===== config.mk =====
export PLATFORM = sky130hd
export DESIGN_NAME = sdram_burst_sched
export DESIGN_NICKNAME = d
export VERILOG_FILES = /design/src/rtl/sdram_burst_sched.sv
export SDC_FILE = /design/constraint.sdc
export NUM_CORES = 1
export LEC_CHECK = 0
export ABC_AREA = 0
export CORE_ASPECT_RATIO = 1.75
export CORE_MARGIN = 2
export CORE_UTILIZATION = 58
export DETAILED_ROUTE_END_ITERATION = 16
export DONT_BUFFER_PORTS = 1
export PLACE_DENSITY = 0.79
export SYNTH_ARGS = -nofsm -noshare
export SYNTH_HDL_FRONTEND = slang
export SYNTH_SLANG_ARGS = --single-unit

===== constraint.sdc =====
create_clock -name clk -period 2.56 [get_ports clk]
set_input_delay 0.512 -clock clk [delete_from_list [all_inputs] [get_ports clk]]
set_output_delay 0.512 -clock clk [all_outputs]
set_load 0.02 [all_outputs]

===== src/rtl/sdram_burst_sched.sv =====
// SDRAM burst scheduler: arbitrates write-FIFO drain vs read-FIFO refill,
// drives controller req/ack handshake and wrapping burst addresses.
//
// Ports:
//   clk, rst_n                 clock, async active-low reset
//   sdram_init_done            controller ready; gates arbitration
//   wrf_use, rdf_use           write / read FIFO fill levels
//   wr_load, rd_load           restart write / read address at base
//   sdram_wr_req/sdram_rd_req  registered burst requests
//   sdram_wr_ack/sdram_rd_ack  controller acks (burst ends on falling edge)
//   sys_wraddr, sys_rdaddr     current burst addresses
//   sdwr_byte, sdrd_byte       burst lengths (constant)
//   rd_wrap                    one-cycle pulse on read address wrap
//   busy                       high outside IDLE
module sdram_burst_sched #(
    parameter int          BURST   = 256,
    parameter logic [21:0] WR_BASE = 22'h000000,
    parameter logic [21:0] WR_END  = 22'h3FFFFF,
    parameter logic [21:0] RD_BASE = 22'h000000,
    parameter logic [21:0] RD_END  = 22'h3FFFFF,
    parameter int          RD_LOW  = 128
) (
    input  logic        clk,
    input  logic        rst_n,
    input  logic        sdram_init_done,
    input  logic [8:0]  wrf_use,
    input  logic [8:0]  rdf_use,
    input  logic        wr_load,
    input  logic        rd_load,
    output logic        sdram_wr_req,
    output logic        sdram_rd_req,
    input  logic        sdram_wr_ack,
    input  logic        sdram_rd_ack,
    output logic [21:0] sys_wraddr,
    output logic [21:0] sys_rdaddr,
    output logic [8:0]  sdwr_byte,
    output logic [8:0]  sdrd_byte,
    output logic        rd_wrap,
    output logic        busy
);

    typedef enum logic [2:0] {
        IDLE, WREQ, WBURST, RREQ, RBURST, GAP
    } state_t;

    localparam logic [9:0]  ROOM   = 10'(512 - BURST);
    localparam logic [9:0]  LOW    = 10'(RD_LOW);
    localparam logic [9:0]  FULL   = 10'(BURST);
    localparam logic [22:0] STEP   = 23'(BURST);
    localparam logic [22:0] WR_LIM = {1'b0, WR_END} - STEP + 23'd1;
    localparam logic [22:0] RD_LIM = {1'b0, RD_END} - STEP + 23'd1;

    state_t state, state_nx;

    logic        wr_ack_d, rd_ack_d;
    logic        wr_pend, rd_pend;
    logic        wr_fall, rd_fall;
    logic        wr_adv, rd_adv;
    logic        wr_in_burst, rd_in_burst;
    logic        rd_room, rd_urgent, wr_full;
    logic [22:0] wr_sum, rd_sum;
    logic        wr_wrap_c, rd_wrap_c;

    assign sdwr_byte = 9'(BURST);
    assign sdrd_byte = 9'(BURST);

    assign rd_room   = {1'b0, rdf_use} <= ROOM;
    assign rd_urgent = ({1'b0, rdf_use} < LOW) && rd_room;
    assign wr_full   = {1'b0, wrf_use} >= FULL;

    assign wr_fall = wr_ack_d & ~sdram_wr_ack;
    assign rd_fall = rd_ack_d & ~sdram_rd_ack;
    assign wr_adv  = (state == WBURST) && wr_fall;
    assign rd_adv  = (state == RBURST) && rd_fall;

    assign wr_in_burst = (state == WREQ) || (state == WBURST);
    assign rd_in_burst = (state == RREQ) || (state == RBURST);

    // 23-bit sums so a 22-bit overflow is visible as bit 22
    assign wr_sum    = {1'b0, sys_wraddr} + STEP;
    assign rd_sum    = {1'b0, sys_rdaddr} + STEP;
    assign wr_wrap_c = wr_sum[22] || (wr_sum > WR_LIM);
    assign rd_wrap_c = rd_sum[22] || (rd_sum > RD_LIM);

    always_comb begin
        state_nx = state;
        unique case (state)
            IDLE: begin
                if (sdram_init_done) begin
                    if (rd_urgent)    state_nx = RREQ;
                    else if (wr_full) state_nx = WREQ;
                    else if (rd_room) state_nx = RREQ;
                end
            end
            WREQ:    if (sdram_wr_ack) state_nx = WBURST;
            WBURST:  if (wr_fall)      state_nx = GAP;
            RREQ:    if (sdram_rd_ack) state_nx = RBURST;
            RBURST:  if (rd_fall)      state_nx = GAP;
            GAP:     state_nx = IDLE;
            default: state_nx = IDLE;
        endcase
    end

    always_ff @(posedge clk or negedge rst_n) begin
        if (!rst_n) begin
            state        <= IDLE;
            sdram_wr_req <= 1'b0;
            sdram_rd_req <= 1'b0;
            busy         <= 1'b0;
            rd_wrap      <= 1'b0;
            wr_ack_d     <= 1'b0;
            rd_ack_d     <= 1'b0;
            wr_pend      <= 1'b0;
            rd_pend      <= 1'b0;
            sys_wraddr   <= WR_BASE;
            sys_rdaddr   <= RD_BASE;
        end else begin
            state        <= state_nx;
            sdram_wr_req <= (state_nx == WREQ);
            sdram_rd_req <= (state_nx == RREQ);
            busy         <= (state_nx != IDLE);
            wr_ack_d     <= sdram_wr_ack;
            rd_ack_d     <= sdram_rd_ack;
            rd_wrap      <= 1'b0;

            // a load seen during its own burst is deferred to burst end
            if (wr_adv) begin
                wr_pend <= 1'b0;
                if (wr_pend || wr_load || wr_wrap_c)
                    sys_wraddr <= WR_BASE;
                else
                    sys_wraddr <= wr_sum[21:0];
            end else if (wr_load) begin
                if (wr_in_burst) wr_pend    <= 1'b1;
                else             sys_wraddr <= WR_BASE;
            end

            if (rd_adv) begin
                rd_pend <= 1'b0;
                if (rd_pend || rd_load) begin
                    sys_rdaddr <= RD_BASE;
                end else if (rd_wrap_c) begin
                    sys_rdaddr <= RD_BASE;
                    rd_wrap    <= 1'b1;
                end else begin
                    sys_rdaddr <= rd_sum[21:0];
                end
            end else if (rd_load) begin
                if (rd_in_burst) rd_pend    <= 1'b1;
                else             sys_rdaddr <= RD_BASE;
            end
        end
    end

endmodule


==> impl_results.md <==
* Placer Congestion at 0.911
* Setup_tns at 0 ns
* Final setup margin at 0.106 ns
* Delay-heaviest family, CP: simple AND/OR/NAND/NOR gates
* YS warnings at 0
* Hold Path Class: in2async
* Synth async-reset ratio at 1.00
* Die Width at 55.7 um
* Routed WL at 6400 um
* Slew Viols, Final at 0
* Crit start category: flip-flop
* Max cap viols at 0
* Max incr delay on CP at 0.49 ns
* Setup Viol. Count Final at 0
* Nets at 386
* DR vias/cell at 5.91
* Post-route DRC at 0
* Initial DRC Count at 179
* Setup Buffers After CTS at 0
* Post-DP Area at 0.00281 sq mm
* Crit path depth at 8
* Core area at 0.00444 sq mm
* Final Cycle Share at 0.958
* Area contributors post-synth: dfrtp_1 36%, buf_4 9.7%, nand2_1 6.4%
* VDD IR max at 0.474 mV
* CP bufs+invs at 0
* Status: completed
* Worst Path Required at 2.73 ns
* Cell Area, Synth at 0.00271 sq mm
* First-pass GRT wire length at 9850 um
* Post-route cell area at 0.00295 sq mm
* Most used DFF post-synth: dfrtp_1
* FILL cells at 358
* Post-route ant nets at 0
* Via count at 2417
* R2r setup slk at 0.11 ns
* Clock Pin Slew Worst Setup and Hold Paths at 0.07 ns
* Crit path capture type: flip-flop
* Die area at 0.00526 sq mm
* Crit Path Max Fanout at 7
* Detailed-route wire length per cell at 15.6 um
* Highest clock rate at 0.408 GHz
* Cts bufs inserted at 5
* Yosys top cell area share at 0.360
* IO Pins at 91
* Clk_skew at 0.00361 ns
* Pwr Total at 1.58 mW
* Post-DP HPWL at 4650 um
* Distinct cell type count after synthesis at 53
* Crit-path cells: ha_1, and4_1, or4b_4, or3b_4, a21oi_4, nand2_1, nand3_4, o311ai_1
* GRT Total Usage at 0.237
* Area Growth Syn to Fin at 8.91%
* CP Data Arrival Time at 2.62 ns
* Worst setup path class: reg2reg
* Post-synth top area cell: dfrtp_1
* Clock period minus worst slack at 2.45 ns
* Number of global-route vias before repair at 2198
* CTS tree: done
* GRT overflow at 0
* Cell with the most instances after synthesis: nand2_1
* Post-synthesis cell count at 334
* Worst skew pair latency at 0.29 ns
* Max Root-Sink Buffers at 2
* Antenna violations before repair at 0
* Slew of the pin with the lowest slew margin at 1.17 ns
* WHS at 0.0517 ns
* CP max stage cell: or4b_4
* Relative slew slack at 0.218
* Initial core utilization at 0.610
* Final hold viol count at 0
* #FFs+latches synth at 39
* H-Tree Depth at 2
* Final Util at 0.664
* DRT Pass-1 Iters at 5
* Ant diodes at 0
* Leakage Power at 1.25 nW
* Post-synthesis sequential area ratio at 0.360
* Worst slack, placed at 0.158 ns
* EDFF count, synth at 0
* CTS Sinks at 39
* Chip height at 94.4 um
* Layout cells sized above 1 at 0.134
* Mean Syn Cell Area at 8.12 sq um
* PwrDens at 537 mW/mm^2
* Core Rows at 32
* Final Instance Count excl. Fillers at 409
* Root Driver: clkbuf_8
* R2r worst-path depth at 8
* Top post-synthesis cells by count: 46 x nand2_1, 39 x dfrtp_1, 35 x buf_4, 30 x nand3_1, 17 x o21ai_0
* Largest net degree at the start of global routing at 40
* Buffers on Ports at 0
* Placed insts at 400
[path summary, 6_finish.rpt]
path                                              end                 startpoint
hold / removal             sys_rdaddr[17]$_DFFE_PN0P_                      rst_n
setup / recovery           sys_rdaddr[16]$_DFFE_PN0P_  sys_rdaddr[8]$_DFFE_PN0P_
hold reg to reg             sys_rdaddr[8]$_DFFE_PN0P_  sys_rdaddr[8]$_DFFE_PN0P_
setup reg to reg           sys_rdaddr[16]$_DFFE_PN0P_  sys_rdaddr[8]$_DFFE_PN0P_
min in group clk                   rd_ack_d$_DFF_PN0_               sdram_rd_ack
max in group asynchronous   sys_rdaddr[8]$_DFFE_PN0P_                      rst_n
[kinds of logic after synthesis]
kind of cell | after synthesis | synth area share
other | 2 | 0.00277
multiplexers | 1 | 0.00369
AO/OA/AOI/OAI | 59 | 0.135
adder cells (fa/ha/maj) | 4 | 0.0185
buffers and inverters | 58 | 0.130
AND/OR/NAND/NOR | 161 | 0.318
flip-flops | 39 | 0.360
XOR/XNOR | 10 | 0.0323
[flip-flops by register name, summed over array words and instances, names as in the netlist]
| signal | flops |
|---|---|
| sys_rdaddr | 14 |
| sys_wraddr | 14 |
| state | 3 |
| busy | 1 |
| rd_ack_d | 1 |
| rd_pend | 1 |
| rd_wrap | 1 |
| sdram_rd_req | 1 |
| sdram_wr_req | 1 |
| wr_ack_d | 1 |
| wr_pend | 1 |
[layout by cell type (no fill, tap or decap), types with 2 or more instances in the layout]
cell type  instances
nand2_1           46
dfrtp_1           37
conb_1            34
nand3_1           30
buf_4             30
o21ai_0           17
or3_1             13
nand4_1           12
inv_1             11
nor2_1            11
a21oi_1           11
nor3_1            10
o21ai_1            9
and3_1             7
clkbuf_8           7
nor2b_1            5
or4_1              5
xor2_1             5
xnor2_1            5
nor4_1             4
ha_1               4
a31oi_1            3
o221ai_1           3
nand2b_1           2
nand3b_1           2
nor3b_1            2
and2_1             2
a21oi_4            2
o311ai_1           2
dfrtp_2            2
[power breakdown]
group,leakage [nW],internal [mW],switching [mW]
Combinational,0.679,0.111,0.261
Clock,0.0515,0.246,0.221
Sequential,0.521,0.666,0.0798
Total,1.25,1.02,0.562
[area by class of cell]
type	instances	area, sq um	share of cell area
Tap cell	51	63.8	0.0216
Timing Repair Buffer	31	245	0.0831
Clock buffer	8	100	0.0339
Sequential cell	39	978	0.331
Inverter	11	41.3	0.0140
Multi-Input combinational cell	269	1520	0.516
[routing by layer]
layer  GRT usage  part of all wire  wire, um
met1       0.262              0.38      2420
met4       0.118             0.020       130
met3      0.0507             0.058       368
met2       0.425              0.54      3480
met5           0                 0         0
[what timing repair did]
action,in CTS,in global routing
gates resized for setup,0,4
hold endpoints to repair,39,0
endpoints found under the setup margin,0,9
hold buffers,1,0
No activity file was read; power rests on OpenSTA's default activity.
